## src/rtl/uart1655_axil_tx_if.sv

```systemverilog
// Byte handshake between the TX holding register/FIFO and the serializer.
// The master offers a byte; the slave (serializer) accepts it on valid && ready.
interface uart1655_axil_tx_if;
    logic [7:0] tx_data;
    logic       tx_valid;
    logic       tx_ready;

    modport master (
        output tx_data,
        output tx_valid,
        input  tx_ready
    );

    modport slave (
        input  tx_data,
        input  tx_valid,
        output tx_ready
    );
endinterface

```

## src/rtl/uart1655_axil_tx.sv

```systemverilog
// 16550-style UART transmit serializer: start, 5-8 data bits LSB first, optional parity,
// 1/1.5/2 stop bits, timed by a 16x baud tick. Frame config is captured when a byte is accepted.
module uart1655_axil_tx #(
    parameter int unsigned OVERSAMPLE = 16
) (
    input  logic                 clk,
    input  logic                 reset_n,
    input  logic                 tick,
    input  logic [1:0]           wlen,
    input  logic                 stb,
    input  logic                 pen,
    input  logic                 eps,
    input  logic                 sp,
    input  logic                 brk,
    uart1655_axil_tx_if.slave    tx,
    output logic                 txd,
    output logic                 busy
);

    localparam int unsigned CntW = $clog2(2 * OVERSAMPLE);

    typedef enum logic [2:0] {StIdle, StStart, StData, StParity, StStop} state_e;

    state_e          state_q;
    logic [CntW-1:0] tick_cnt_q;
    logic [2:0]      bit_cnt_q;
    logic [7:0]      shift_q;
    logic [1:0]      wlen_q;
    logic            stb_q;
    logic            pen_q;
    logic            parity_q;
    logic            line_q;
    logic            txd_q;
    logic            ready_q;
    logic            busy_q;

    logic [7:0]      data_mask;
    logic            par_bit;
    logic [CntW-1:0] bit_last;
    logic            bit_done;

    // Parity over the active bits only, resolved at acceptance so eps/sp need not be kept.
    assign data_mask = 8'hFF >> (2'd3 - wlen);
    assign par_bit   = sp ? ~eps : (eps ? ^(tx.tx_data & data_mask) : ~^(tx.tx_data & data_mask));

    always_comb begin
        bit_last = CntW'(OVERSAMPLE - 1);
        if (state_q == StStop && stb_q) begin
            bit_last = (wlen_q == 2'd0) ? CntW'(OVERSAMPLE * 3 / 2 - 1)
                                        : CntW'(2 * OVERSAMPLE - 1);
        end
    end

    assign bit_done = tick && (tick_cnt_q == bit_last);

    // line_q is the nominal bit level; txd_q is that level gated by the live break control.
    always_ff @(posedge clk or negedge reset_n) begin
        if (!reset_n) begin
            state_q    <= StIdle;
            tick_cnt_q <= '0;
            bit_cnt_q  <= '0;
            shift_q    <= '0;
            wlen_q     <= '0;
            stb_q      <= 1'b0;
            pen_q      <= 1'b0;
            parity_q   <= 1'b0;
            line_q     <= 1'b1;
            txd_q      <= 1'b1;
            ready_q    <= 1'b1;
            busy_q     <= 1'b0;
        end else begin
            txd_q <= ~brk & line_q;
            if (state_q != StIdle && tick) begin
                tick_cnt_q <= bit_done ? '0 : tick_cnt_q + 1'b1;
            end
            unique case (state_q)
                StIdle: begin
                    if (tx.tx_valid && ready_q) begin
                        shift_q    <= tx.tx_data;
                        wlen_q     <= wlen;
                        stb_q      <= stb;
                        pen_q      <= pen;
                        parity_q   <= par_bit;
                        tick_cnt_q <= '0;
                        bit_cnt_q  <= '0;
                        ready_q    <= 1'b0;
                        busy_q     <= 1'b1;
                        line_q     <= 1'b0;
                        txd_q      <= 1'b0;
                        state_q    <= StStart;
                    end
                end
                StStart: begin
                    if (bit_done) begin
                        line_q  <= shift_q[0];
                        txd_q   <= ~brk & shift_q[0];
                        state_q <= StData;
                    end
                end
                StData: begin
                    if (bit_done) begin
                        shift_q <= shift_q >> 1;
                        if (bit_cnt_q == ({1'b0, wlen_q} + 3'd4)) begin
                            bit_cnt_q <= '0;
                            if (pen_q) begin
                                line_q  <= parity_q;
                                txd_q   <= ~brk & parity_q;
                                state_q <= StParity;
                            end else begin
                                line_q  <= 1'b1;
                                txd_q   <= ~brk;
                                state_q <= StStop;
                            end
                        end else begin
                            bit_cnt_q <= bit_cnt_q + 3'd1;
                            line_q    <= shift_q[1];
                            txd_q     <= ~brk & shift_q[1];
                        end
                    end
                end
                StParity: begin
                    if (bit_done) begin
                        line_q  <= 1'b1;
                        txd_q   <= ~brk;
                        state_q <= StStop;
                    end
                end
                StStop: begin
                    if (bit_done) begin
                        line_q  <= 1'b1;
                        txd_q   <= ~brk;
                        ready_q <= 1'b1;
                        busy_q  <= 1'b0;
                        state_q <= StIdle;
                    end
                end
                default: begin
                    state_q <= StIdle;
                end
            endcase
        end
    end

    assign tx.tx_ready = ready_q;
    assign txd         = txd_q;
    assign busy        = busy_q;

endmodule
```

## src/flat_wrapper.sv

```systemverilog
// flat-port wrapper written by rule: the top's interface ports become plain ports
module uart1655_axil_tx_flat 
#(
    parameter int unsigned OVERSAMPLE = 16
)
  (clk, reset_n, tick, wlen, stb, pen, eps, sp, brk, txd, busy, tx_tx_data, tx_tx_valid, tx_tx_ready);
  uart1655_axil_tx_if tx_i ();
  input  logic clk;
  input  logic reset_n;
  input  logic tick;
  input  logic [1:0] wlen;
  input  logic stb;
  input  logic pen;
  input  logic eps;
  input  logic sp;
  input  logic brk;
  output logic txd;
  output logic busy;
  input wire logic [$bits(tx_i.tx_data)-1:0] tx_tx_data;
  input wire logic [$bits(tx_i.tx_valid)-1:0] tx_tx_valid;
  output wire logic [$bits(tx_i.tx_ready)-1:0] tx_tx_ready;
  assign tx_i.tx_data = tx_tx_data;
  assign tx_i.tx_valid = tx_tx_valid;
  assign tx_tx_ready = tx_i.tx_ready;
  uart1655_axil_tx #(.OVERSAMPLE(OVERSAMPLE)) u_core (.clk(clk), .reset_n(reset_n), .tick(tick), .wlen(wlen), .stb(stb), .pen(pen), .eps(eps), .sp(sp), .brk(brk), .tx(tx_i), .txd(txd), .busy(busy));
endmodule
```

## config.mk

```make
export PLATFORM = sky130hd
export DESIGN_NAME = uart1655_axil_tx_flat
export DESIGN_NICKNAME = d
export VERILOG_FILES = /design/src/rtl/uart1655_axil_tx_if.sv /design/src/rtl/uart1655_axil_tx.sv /design/src/flat_wrapper.sv
export SDC_FILE = /design/constraint.sdc
export NUM_CORES = 1
export LEC_CHECK = 0
export ABC_CLOCK_PERIOD_IN_PS = 2600
export CAP_MARGIN = 20
export CORE_UTILIZATION = 41
export CTS_BUF_LIST = sky130_fd_sc_hd__clkbuf_8
export CTS_CLUSTER_SIZE = 8
export DETAILED_ROUTE_END_ITERATION = 12
export PLACE_DENSITY = 0.6
export SLEW_MARGIN = 20
export SYNTH_ARGS = -nofsm -noshare
export SYNTH_HDL_FRONTEND = slang
export SYNTH_SLANG_ARGS = --single-unit
export TNS_END_PERCENT = 30
```

## constraint.sdc

```tcl
create_clock -name clk -period 2.6 [get_ports clk]
set_clock_uncertainty 0.1 [all_clocks]
set_input_delay 0.26 -clock clk [delete_from_list [all_inputs] [get_ports clk]]
set_output_delay 0.26 -clock clk [all_outputs]
set_load 0.1 [all_outputs]
```

==> flow_results.org <==
** Worst setup path
- The worst register-to-register path ends at u_core.state_q[2].
- Cell with the largest stage delay on the worst path :: sky130_fd_sc_hd__o21bai_1
- Walking the worst path, the cells encountered are nand4bb_4, mux2i_1, o21bai_1, buf_4, nor2_1, a32o_1.
- By startpoint and endpoint, the worst setup path is classified as reg -> reg.
- STA classifies the critical path endpoint as a register.
- Worst-case reg-to-reg path depth :: 6
- Startpoint of the most critical register-to-register path :: u_core.state_q[1]
- Data required, critical path :: 2.67 ns
- On the worst path, the slowest cell contributes a delay of 0.60 ns.
- The critical path runs through a total of 6 cells.
- STA classifies the critical path startpoint as a register.
- The number of buffers and inverters on the critical path is 1.
- Along the worst path, the maximum fanout reaches 10.
- Launch point of the critical path :: u_core.state_q[1]
- STA puts the critical path data arrival time at 2.36 ns.
- Following the worst setup path forward leads to its endpoint at u_core.state_q[2].
- Grouping stages by cell kind, the critical path spends the most delay in compound AO/OA/AOI/OAI gates.
- Internal reg-to-reg setup slack :: 0.31 ns

** Route
- Routed wire length per instance :: 14.0 um
- DRT Pass-1 Iters :: 4
- For this run, design rule violations remaining after detail routing come to 0.
- In the routed layout, each cell is associated on average with a via count of 5.55.
- The detail route stage leaves a number of antenna-violating nets equal to 0.
- Number of design-rule violations left by the first detailed-router iteration :: 80
- Post-Route WL :: 3.29 mm
- Vias after detailed routing :: 1304

** Clock network
- The clock reaches the later pin of the worst-skew pair after 0.28 ns.
- TritonCTS clock tree :: built
- Buffer depth of the longest clock path :: 2
- Inserted Clock Buffers :: 3
- The tree is rooted in a sky130_fd_sc_hd__clkbuf_8.
- Clock-pin slew on the worst setup and hold paths :: 0.10 ns
- After clock tree synthesis, the setup repair step added 0 buffers.
- # hold bufs at CTS :: 0
- Sinks on Clock Net :: 28
- The number of gates resized after CTS was 0.
- Max H-tree Level :: 1

** Die
- The die is 64.2 um tall.
- The die covers 0.00412 mm2.
- The floorplan has 22 rows.
- The initial utilization of the core area, before any placement, comes to 0.429.
- Die width :: 64.2 um
- The floorplan step defined a core boundary enclosing 0.00369 mm2.
- Ports placed on the boundary :: 22

** Power and ir drop
- Clock power frac :: 0.233
- For this design the total switching power over the nets is 0.531 mW.
- Fraction of power consumed by combinational cells :: 0.324
- VDD sags by at most 0.000295 V.
- Of the total power, registers draw 0.443.
- Of the total power, the share spent switching nets is 0.351.
- Reported leakage power :: 0.862 nW
- Power density normalized to cell area :: 794 mW/mm2
- Design internal power :: 0.981 mW

** STA
- At the pin with the least slew margin, the transition time is 0.711 ns.
- Period utilization :: 0.881
- Shortest period the worst path allows :: 2.29 ns
- Number of setup violations in the final report :: 0
- Setup repair after global routing left no endpoint under its margin.
- Count of pins over their slew limit :: 0
- Across all hold checks on the routed design, the worst slack comes to 0.249 ns.
- Headroom to the max-slew limit :: 0.525
- The number of hold violations in the final report came to 0.
- Max Clk Rate :: 437 MHz
- Aggregate negative setup slack :: 0 ns

** GRT
- Number of antenna violations at the first check in global routing :: 0
- Entering global routing, the biggest net connects 29 pins.
- The first global-routing pass estimated 5.78 mm of wire.
- The number of global-route vias before repair came to 1290.
- The total overflow left after global routing is 0.
- For this run, the total global-route usage over all layers was measured as 0.183.

** Finish
- Synth-to-Final Area Change :: 20.2%
- In the final design database the tool counted 209 nets.
- In the final layout, the share of cells above drive strength 1 is 0.139.
- The filler cells instantiated in the layout total 350.
- 0 antenna diodes ended up in the layout.

** Synthesis
- For this run, the leading register cell type out of synthesis is sky130_fd_sc_hd__dfrtp_1.
- For this run, the register share of the synthesized area comes to 0.445.
- For this run, asynchronously set or reset flops after synthesis account for 1.00.
- The synthesized design contains 28 register bits.
- Number of enable-type register cells in the synthesized netlist :: 0
- Synthesis produced a netlist with a net count of 185.
- During synthesis, Yosys emitted a total of 0 warnings.
- Post-synth cell types :: 50
- Syn_area_per_cell :: 9.66 um2
- The cell count after synthesis came out at 164.
- The mapped netlist covers 0.00158 mm2.

** Place
- Once detailed placement completed, the half-perimeter wirelength came to 2.43 mm.
- # port buffers :: 21
- Routability-driven placement finished with a final weighted congestion of 0.816.

** Outcome
- Run status :: complete, no violations

** Job
- Max-cap viol count :: 0

** Worst hold path
- The path class of the tightest hold or removal check is in -> async.
## per-layer routing
metal / share of wire / global-route usage / up-vias / wire length [um]
met5: 0 / 0 / - / 0
met4: 0.0088 / 0.0556 / 0 / 29
met3: 0.035 / 0.0268 / 4 / 116
met2: 0.48 / 0.326 / 29 / 1580
met1: 0.47 / 0.226 / 643 / 1560
li1: - / - / 628 / -
## flip-flops by register name, summed over array words and instances, names as in the netlist, 2 cells and up
register / cells
u_core.shift_q: 8
u_core.bit_cnt_q: 3
u_core.wlen_q: 2
u_core.tick_cnt_q: 5
u_core.state_q: 3
## metrics by stage
stage | cells | worst slack [ns] | util | area (um2) | power [mW]
after global placement | 231 | 0.394 | 0.497 | 1830 | 1.16
after floorplan | 164 | 0.689 | - | 1580 | 1.04
after detailed placement | 231 | 0.328 | 0.497 | 1830 | 1.17
after CTS | 235 | 0.309 | 0.516 | 1900 | 1.52
final | 235 | 0.309 | 0.516 | 1900 | 1.51
after global routing | 235 | 0.182 | 0.516 | 1900 | 1.61
## kinds of logic (layout without fill, tap and decap cells)
family / Yosys count / in the layout / synth area share
AOI/OAI and AO/OA: 48 / 48 / 0.197
buffers and inverters: 21 / 44 / 0.0679
adders and majority gates: 2 / 2 / 0.0158
DFF: 28 / 28 / 0.445
muxes: 3 / 3 / 0.0197
xor gates and xnor gates: 9 / 9 / 0.0585
and+or+nand+nor: 53 / 53 / 0.196
## cells in the mapped netlist, drive strengths merged (2+ instances only)
master	n	area share
a211oi	2	0.0095
a21o	2	0.0095
a21oi	14	0.044
and2	2	0.0095
and3	2	0.0079
buf	7	0.035
dfrtp	25	0.39
dfstp	3	0.050
ha	2	0.016
inv	13	0.031
mux2i	2	0.013
nand2	19	0.045
nand2b	3	0.012
nand3	6	0.019
nor2	9	0.023
nor3	2	0.0063
nor4	2	0.017
nor4b	2	0.011
o211ai	3	0.014
o21ai	8	0.028
o22ai	7	0.028
or3b	3	0.018
xnor2	6	0.033
xor2	2	0.011
## worst register-to-register path, stage by stage (launching register included)
cell	delay [ns]
sky130_fd_sc_hd__dfrtp_1	0.48
sky130_fd_sc_hd__nand4bb_4	0.30
sky130_fd_sc_hd__mux2i_1	0.17
sky130_fd_sc_hd__o21bai_1	0.60
sky130_fd_sc_hd__buf_4	0.26
sky130_fd_sc_hd__nor2_1	0.05
sky130_fd_sc_hd__a32o_1	0.23
## power groups by stage
| stage | logic, mW | registers [mW] | clock network, mW |
|---|---|---|---|
| 2_1_floorplan | 0.334 | 0.709 | 0 |
| 3_3_place_gp | 0.485 | 0.675 | 0 |
| 3_5_place_dp | 0.492 | 0.680 | 0 |
| 4_1_cts | 0.495 | 0.670 | 0.356 |
| 5_1_grt | 0.551 | 0.689 | 0.369 |
| 6_report | 0.490 | 0.671 | 0.352 |
## layout by cell type (no fill, tap or decap), types with 2 or more instances in the layout
master / instances
sky130_fd_sc_hd__and3_1: 2
sky130_fd_sc_hd__ha_1: 2
sky130_fd_sc_hd__clkbuf_8: 3
sky130_fd_sc_hd__xnor2_1: 6
sky130_fd_sc_hd__nand2b_1: 3
sky130_fd_sc_hd__o22ai_1: 7
sky130_fd_sc_hd__a21oi_1: 14
sky130_fd_sc_hd__nor2_1: 8
sky130_fd_sc_hd__a211oi_1: 2
sky130_fd_sc_hd__clkdlybuf4s50_1: 18
sky130_fd_sc_hd__buf_4: 9
sky130_fd_sc_hd__nand2_1: 19
sky130_fd_sc_hd__o211ai_1: 3
sky130_fd_sc_hd__xor2_1: 2
sky130_fd_sc_hd__dfstp_2: 3
sky130_fd_sc_hd__inv_1: 13
sky130_fd_sc_hd__nor4b_1: 2
sky130_fd_sc_hd__or3b_1: 2
sky130_fd_sc_hd__a21o_1: 2
sky130_fd_sc_hd__nor3_1: 2
sky130_fd_sc_hd__nand3_1: 6
sky130_fd_sc_hd__mux2i_1: 2
sky130_fd_sc_hd__dfrtp_1: 25
sky130_fd_sc_hd__o21ai_0: 7
## layout make-up
cell class,count,area (um2),area share
multi-input combinational,115,772,0.405
timing repair buffer,27,248,0.130
clock buffer,3,41.3,0.0217
sequential,28,704,0.370
clock inverter,1,30.0,0.0158
inverter,13,48.8,0.0256
tap,48,60.1,0.0315
## worst min-delay path by stage
stage | start | endpoint | slack [ns]
global route | reset_n | u_core.stb_q | 0.28
detailed placement | u_core.busy | u_core.busy | 0.39
CTS | reset_n | u_core.stb_q | 0.27
floorplan | reset_n | u_core.bit_cnt_q[0] | -0.14
global placement | u_core.busy | u_core.busy | 0.38
finish | reset_n | u_core.stb_q | 0.25
No activity file was read; power rests on OpenSTA's default activity.
